### src/rtl/i2c_pkg.sv
// Shared I2C definitions: bus state encoding, R/W and ACK bit values, field widths.
// Used by the target and intended to be reused by the initiator.
package i2c_pkg;

    localparam int unsigned ADDR_W = 7;
    localparam int unsigned BYTE_W = 8;
    localparam int unsigned CNT_W  = 3;

    // R/W bit encoding (LSB of the address byte)
    localparam logic READ  = 1'b1;
    localparam logic WRITE = 1'b0;

    // Acknowledge bit values as seen on SDA
    localparam logic ACK  = 1'b0;
    localparam logic NACK = 1'b1;

    typedef enum logic [2:0] {
        ST_IDLE,
        ST_ADDR,
        ST_ADDR_ACK,
        ST_WR_BYTE,
        ST_WR_ACK,
        ST_RD_BYTE,
        ST_RD_ACK,
        ST_WAIT
    } i2c_state_e;

endpackage

### src/rtl/i2c_sync_edge.sv
// Two-flop synchronizer followed by an edge-detect flop for one bus line.
// Ports:
//   clk, rst : system clock, synchronous active-high reset
//   d        : asynchronous bus level
//   level    : synchronized level, aligned with rise/fall
//   rise     : one-clk pulse on a detected 0->1 transition
//   fall     : one-clk pulse on a detected 1->0 transition
// Flops reset to 1 (idle bus level) so reset never fabricates an edge on an idle bus.
module i2c_sync_edge (
    input  logic clk,
    input  logic rst,
    input  logic d,
    output logic level,
    output logic rise,
    output logic fall
);

    logic meta;
    logic sync;

    always_ff @(posedge clk) begin
        if (rst) begin
            meta  <= 1'b1;
            sync  <= 1'b1;
            level <= 1'b1;
            rise  <= 1'b0;
            fall  <= 1'b0;
        end else begin
            meta  <= d;
            sync  <= meta;
            level <= sync;
            rise  <= sync & ~level;
            fall  <= ~sync & level;
        end
    end

endmodule

### src/rtl/i2c_target.sv
// I2C target: oversampled START/STOP detection, 7-bit address match, byte writes
// delivered to a user port, read bytes pulled from the user. Open-drain SDA only.
// Ports:
//   clk, rst  : system clock (>=16x SCL), synchronous active-high reset
//   scl_in    : bus SCL level (asynchronous)
//   sda_in    : bus SDA level (asynchronous)
//   sda_oe    : 1 = pull SDA low
//   rx_data   : last byte written by the initiator
//   rx_valid  : one-clk pulse when rx_data updates
//   tx_data   : next read byte, sampled the cycle after tx_req
//   tx_req    : one-clk pulse requesting the next read byte
//   busy      : addressed transaction in progress
module i2c_target
    import i2c_pkg::*;
#(
    parameter logic [ADDR_W-1:0] ADDR = 7'h50
) (
    input  logic              clk,
    input  logic              rst,
    input  logic              scl_in,
    input  logic              sda_in,
    output logic              sda_oe,
    output logic [BYTE_W-1:0] rx_data,
    output logic              rx_valid,
    input  logic [BYTE_W-1:0] tx_data,
    output logic              tx_req,
    output logic              busy
);

    logic scl_lvl, scl_rise, scl_fall;
    logic sda_lvl, sda_rise, sda_fall;

    i2c_sync_edge u_scl (
        .clk   (clk),
        .rst   (rst),
        .d     (scl_in),
        .level (scl_lvl),
        .rise  (scl_rise),
        .fall  (scl_fall)
    );

    i2c_sync_edge u_sda (
        .clk   (clk),
        .rst   (rst),
        .d     (sda_in),
        .level (sda_lvl),
        .rise  (sda_rise),
        .fall  (sda_fall)
    );

    // SDA edge with SCL high; a coincident SCL edge wins and is treated as clocking.
    logic start_c, stop_c;
    assign start_c = sda_fall & scl_lvl & ~scl_rise & ~scl_fall;
    assign stop_c  = sda_rise & scl_lvl & ~scl_rise & ~scl_fall;

    i2c_state_e        state_q, state_d;
    logic [CNT_W-1:0]  cnt_q, cnt_d;
    logic [BYTE_W-1:0] shreg_q, shreg_d;
    logic [BYTE_W-1:0] shift_in;
    logic              rw_q, rw_d;
    logic              ack_pend_q, ack_pend_d;   // byte/ACK complete, act on next SCL fall
    logic              load_pend_q, load_pend_d; // tx_data is due this cycle
    logic              sda_oe_d;
    logic [BYTE_W-1:0] rx_data_d;
    logic              rx_valid_d, tx_req_d, busy_d;

    assign shift_in = {shreg_q[BYTE_W-2:0], sda_lvl};

    // State and datapath registers
    always_ff @(posedge clk) begin
        if (rst) begin
            state_q     <= ST_IDLE;
            cnt_q       <= '0;
            shreg_q     <= '0;
            rw_q        <= WRITE;
            ack_pend_q  <= 1'b0;
            load_pend_q <= 1'b0;
            sda_oe      <= 1'b0;
            rx_data     <= '0;
            rx_valid    <= 1'b0;
            tx_req      <= 1'b0;
            busy        <= 1'b0;
        end else begin
            state_q     <= state_d;
            cnt_q       <= cnt_d;
            shreg_q     <= shreg_d;
            rw_q        <= rw_d;
            ack_pend_q  <= ack_pend_d;
            load_pend_q <= load_pend_d;
            sda_oe      <= sda_oe_d;
            rx_data     <= rx_data_d;
            rx_valid    <= rx_valid_d;
            tx_req      <= tx_req_d;
            busy        <= busy_d;
        end
    end

    // Next-state and output logic; START/STOP override every state
    always_comb begin
        state_d     = state_q;
        cnt_d       = cnt_q;
        shreg_d     = shreg_q;
        rw_d        = rw_q;
        ack_pend_d  = ack_pend_q;
        load_pend_d = 1'b0;
        sda_oe_d    = sda_oe;
        rx_data_d   = rx_data;
        rx_valid_d  = 1'b0;
        tx_req_d    = 1'b0;
        busy_d      = busy;

        if (load_pend_q) begin
            shreg_d = tx_data;
        end

        if (start_c) begin
            state_d    = ST_ADDR;
            cnt_d      = '0;
            ack_pend_d = 1'b0;
            sda_oe_d   = 1'b0;
            busy_d     = 1'b0;
        end else if (stop_c) begin
            state_d    = ST_IDLE;
            cnt_d      = '0;
            ack_pend_d = 1'b0;
            sda_oe_d   = 1'b0;
            busy_d     = 1'b0;
        end else begin
            case (state_q)
                ST_IDLE: begin
                    sda_oe_d = 1'b0;
                end

                ST_ADDR: begin
                    if (scl_rise) begin
                        shreg_d = shift_in;
                        cnt_d   = cnt_q + CNT_W'(1);
                        if (cnt_q == CNT_W'(7)) begin
                            if (shift_in[BYTE_W-1:1] == ADDR) begin
                                rw_d       = shift_in[0];
                                busy_d     = 1'b1;
                                ack_pend_d = 1'b1;
                            end else begin
                                state_d = ST_WAIT;
                            end
                        end
                    end else if (scl_fall && ack_pend_q) begin
                        ack_pend_d = 1'b0;
                        sda_oe_d   = ~ACK;
                        state_d    = ST_ADDR_ACK;
                    end
                end

                ST_ADDR_ACK: begin
                    if (scl_rise && rw_q == READ) begin
                        tx_req_d    = 1'b1;
                        load_pend_d = 1'b1;
                    end else if (scl_fall) begin
                        if (rw_q == WRITE) begin
                            sda_oe_d = 1'b0;
                            state_d  = ST_WR_BYTE;
                        end else begin
                            // First read bit goes out on the fall that ends the ACK
                            sda_oe_d = ~shreg_q[BYTE_W-1];
                            shreg_d  = {shreg_q[BYTE_W-2:0], 1'b0};
                            cnt_d    = CNT_W'(1);
                            state_d  = ST_RD_BYTE;
                        end
                    end
                end

                ST_WR_BYTE: begin
                    if (scl_rise) begin
                        shreg_d = shift_in;
                        cnt_d   = cnt_q + CNT_W'(1);
                        if (cnt_q == CNT_W'(7)) begin
                            rx_data_d  = shift_in;
                            rx_valid_d = 1'b1;
                            ack_pend_d = 1'b1;
                        end
                    end else if (scl_fall && ack_pend_q) begin
                        ack_pend_d = 1'b0;
                        sda_oe_d   = ~ACK;
                        state_d    = ST_WR_ACK;
                    end
                end

                ST_WR_ACK: begin
                    if (scl_fall) begin
                        sda_oe_d = 1'b0;
                        state_d  = ST_WR_BYTE;
                    end
                end

                ST_RD_BYTE: begin
                    // cnt counts bits already driven; wrap to 0 means all 8 are out
                    if (scl_fall) begin
                        if (cnt_q == '0) begin
                            sda_oe_d = 1'b0;
                            state_d  = ST_RD_ACK;
                        end else begin
                            sda_oe_d = ~shreg_q[BYTE_W-1];
                            shreg_d  = {shreg_q[BYTE_W-2:0], 1'b0};
                            cnt_d    = cnt_q + CNT_W'(1);
                        end
                    end
                end

                ST_RD_ACK: begin
                    if (scl_rise) begin
                        if (sda_lvl == NACK) begin
                            state_d = ST_WAIT;
                        end else begin
                            tx_req_d    = 1'b1;
                            load_pend_d = 1'b1;
                            ack_pend_d  = 1'b1;
                        end
                    end else if (scl_fall && ack_pend_q) begin
                        ack_pend_d = 1'b0;
                        sda_oe_d   = ~shreg_q[BYTE_W-1];
                        shreg_d    = {shreg_q[BYTE_W-2:0], 1'b0};
                        cnt_d      = CNT_W'(1);
                        state_d    = ST_RD_BYTE;
                    end
                end

                ST_WAIT: begin
                    sda_oe_d = 1'b0;
                end

                default: begin
                    state_d  = ST_IDLE;
                    sda_oe_d = 1'b0;
                end
            endcase
        end
    end

endmodule

### config.mk
export PLATFORM = sky130hd
export DESIGN_NAME = i2c_target
export DESIGN_NICKNAME = d
export VERILOG_FILES = /design/src/rtl/i2c_pkg.sv /design/src/rtl/i2c_sync_edge.sv /design/src/rtl/i2c_target.sv
export SDC_FILE = /design/constraint.sdc
export NUM_CORES = 1
export LEC_CHECK = 0
export ABC_AREA = 1
export CAP_MARGIN = 20
export CORE_MARGIN = 4
export CORE_UTILIZATION = 39
export CTS_BUF_LIST = sky130_fd_sc_hd__clkbuf_4
export DETAILED_ROUTE_END_ITERATION = 7
export MAX_ROUTING_LAYER = met4
export PLACE_DENSITY_LB_ADDON = 0.15
export SYNTH_ARGS = -nofsm -noshare
export SYNTH_HDL_FRONTEND = slang
export SYNTH_SLANG_ARGS = --single-unit
export TNS_END_PERCENT = 10
### constraint.sdc
create_clock -name clk -period 2.6 [get_ports clk]
set_input_delay 0.65 -clock clk [delete_from_list [all_inputs] [get_ports clk]]
set_output_delay 0.65 -clock clk [all_outputs]
set_load 0.01 [all_outputs]
==> impl_results.md <==
* Critical Setup Path Class: reg -> out
* Initial DRC Count at between 100 and 150
* First-pass GRT wire length at roughly 7700 µm
* Number of global-route vias before repair at 1686
* Gr ovfl total at 0
* GP Congestion at 0.868
* Post-Syn Area at 0.00191 mm²
* Drt pass-1 iters at 4
* Fillers at slightly above 500
* Sink Count at 38
* Die area at 0.00608 mm²
* Layout Nets at between 300 and 400
* Worst skew pair latency at 0.34 ns
* Clock skew at 0.00645 ns
* Remaining antenna violation count after routing at 0
* Clk pin slew, worst setup/hold paths at 0.12 ns
* Avg WL per Cell at 11.9 µm
* Avg Synthesized Cell Area at 7.18 µm²
* Total setup buffers inserted after CTS at 0
* Synth cell types at 29
* Layout cell share with drive strength beyond 1 at 15.1%
* Dpl hpwl at 3280 µm
* Post-Synthesis Cells at 266
* P&R area growth vs syn at 17.9%
* Initial Util at around 40%
* Post-synthesis sequential area ratio at 39.8%
* Synth Register Bits at 38
* Fin crit period at around 2.0 ns
* Setup crit start kind: flip-flop
* Status: completed
* Slew headroom at 66.4%
* Worst Path Required at 1.95 ns
* Final Hold Violating Endpoints at 0
* Pwr/cell area at 628 mW/mm²
* Io pins at 24
* Initial antenna violation count at 0
* Largest net degree at the start of global routing at 19
* Post-CTS Resized at 0
* Max Buffers Root-to-Sink at 2
* Post-Route Setup TNS at 0 ns
* CP Capture Type: output port
* Final setup viols at 0
* Tightest Pin Transition at 0.503 ns
* Yosys warning count at 0
* Count of input and output buffers at 23
* Largest fanout on the critical path at 9
* Count of hold buffers inserted by post-cts repair at 0
* Final WL at 4290 µm
* Via count at 1754
* Finished Layout Cells at 359
* Core area at 0.00472 mm²
* Multi-input gate area at roughly 990 µm²
* Fmax at between 400 and 500 MHz
* Max_cap viols at 0
* CTS root buffer: clkbuf_4
* Placed insts at 351
* Seq. cell area at 761 µm²
* CP arrival at 1.39 ns
* Die W at 78.0 µm
* ANT cells at 0
* Via density at 4.89
* Slew Viols, Final at 0
* Crit share post-route at 78.5%
* CTS tree: done
* Total track usage at 15.9%
* Die Height at 78.0 µm
* Syn nets at 281
* WHS Path Cells at 1
* H-tree lvl count at 2
* Row cnt at 25
* Leak at 0.959 nW
* RSZ-0062 raised after global routing: no
* Hold/Removal Path Class: reg -> reg
* R2R depth at 9
* DRC viols at 0
* Worst VDD drop at 0.268 mV
* Clock buffer count from CTS at 5
[path summary, 6_finish.rpt]
kind,start,slack [ns],endpoint
hold / removal,u_scl.meta,0.42,u_scl.sync
setup / recovery,load_pend_q,0.56,tx_req
hold reg to reg,u_scl.meta,0.42,u_scl.sync
setup reg to reg,state_q[0],0.78,cnt_q[0]
[logic make-up after synthesis]
kind of cell / synth area share (%)
and+or+nand+nor: 33.7
AOI/OAI and AO/OA: 14.4
DFF: 39.8
buffers and inverters: 8.51
muxes: 1.57
adders and majority gates: 1.96
[through the flow]
stage | worst slack (ns) | util, % | instance area [µm²] | total power [mW] | hold WS (ns)
after CTS | 0.545 | 47.7 | 2250 | 1.43 | 0.423
final | 0.559 | 47.7 | 2250 | 1.41 | 0.421
after detailed placement | 0.704 | 46.5 | 2200 | 1.14 | 0.396
after global placement | 0.752 | 46.5 | 2200 | 1.14 | 0.392
after global routing | 0.479 | 47.7 | 2250 | 1.52 | 0.442
after floorplan | 1.24 | - | 1910 | 1.04 | 0.389
[placed cells by master, fill, tap and decap left out, types with 3 or more instances in the layout]
cell type	instances
nor2_1	34
buf_4	3
a21oi_1	18
clkbuf_4	5
nor2_4	5
or2_2	4
inv_1	22
a21oi_2	5
o21ai_1	10
nor3_1	5
ha_1	3
nand3_1	18
nand2_1	53
o22ai_1	3
mux2i_1	3
o21ai_0	13
dfxtp_1	38
nand2_2	5
inv_2	4
clkdlybuf4s50_1	23
nor2_2	4
[synth_stat cells]
| master | instances | area, µm² |
|---|---|---|
| or2_2 | 4 | 25.0 |
| nand4_1 | 2 | 12.5 |
| ha_1 | 3 | 37.5 |
| clkbuf_1 | 2 | 7.51 |
| a21oi_1 | 18 | 90.1 |
| dfxtp_1 | 38 | 761 |
| nor3_1 | 5 | 25.0 |
| o21ai_1 | 10 | 50.1 |
| nand3_2 | 2 | 20.0 |
| o22ai_1 | 3 | 18.8 |
| inv_1 | 22 | 82.6 |
| buf_6 | 1 | 11.3 |
| nand2_2 | 5 | 31.3 |
| inv_4 | 2 | 12.5 |
| mux2i_1 | 3 | 30.0 |
| inv_2 | 4 | 15.0 |
| o21ai_0 | 13 | 65.1 |
| a21oi_2 | 5 | 43.8 |
| nor2_2 | 4 | 25.0 |
| nand2_4 | 2 | 22.5 |
| buf_2 | 3 | 15.0 |
| nand2_1 | 53 | 199 |
| clkinv_1 | 1 | 3.75 |
| nand3_1 | 18 | 90.1 |
| nor3_2 | 1 | 10.0 |
| buf_4 | 2 | 15.0 |
| nor2_4 | 5 | 56.3 |
| o31ai_1 | 1 | 7.51 |
| nor2_1 | 34 | 128 |
[power by group]
part	switching [mW]	internal, mW
sequential	0.0508	0.608
combinational	0.292	0.171
clock	0.193	0.101
[state kept, by name, summed over array words and instances (netlist names)]
name         flops
ack_pend_q       1
busy             1
cnt_q            3
load_pend_q      1
rw_q             1
rx_data          8
rx_valid         1
sda_oe           1
shreg_q          8
state_q          3
u_scl.fall       1
u_scl.level      1
u_scl.meta       1
u_scl.rise       1
u_scl.sync       1
u_sda.fall       1
u_sda.level      1
u_sda.meta       1
u_sda.rise       1
u_sda.sync       1
[cell type report]
type	count	area share (%)
Clock inverter	3	0.722
Tap cell	67	3.72
Timing Repair Buffer	26	11.2
Sequential cell	38	33.8
Inverter	29	5.06
Multi-Input combinational cell	191	43.8
Clock buffer	5	1.67
[routing by layer]
| metal | up-vias | global-route usage, % | part of all wire, % |
|---|---|---|---|
| li1 | 910 | - | - |
| met1 | 796 | 20.6 | 50 |
| met2 | 40 | 24.4 | 45 |
| met3 | 8 | 3.13 | 3.5 |
| met4 | 0 | 6.12 | 1.7 |
| met5 | - | - | 0 |
[critical path, cell delays in order, from the launching register on]
cell and delay, ns:
dfxtp_1 0.32, buf_4 0.17, clkdlybuf4s50_1 0.55
(Power assumes the default switching activity.)
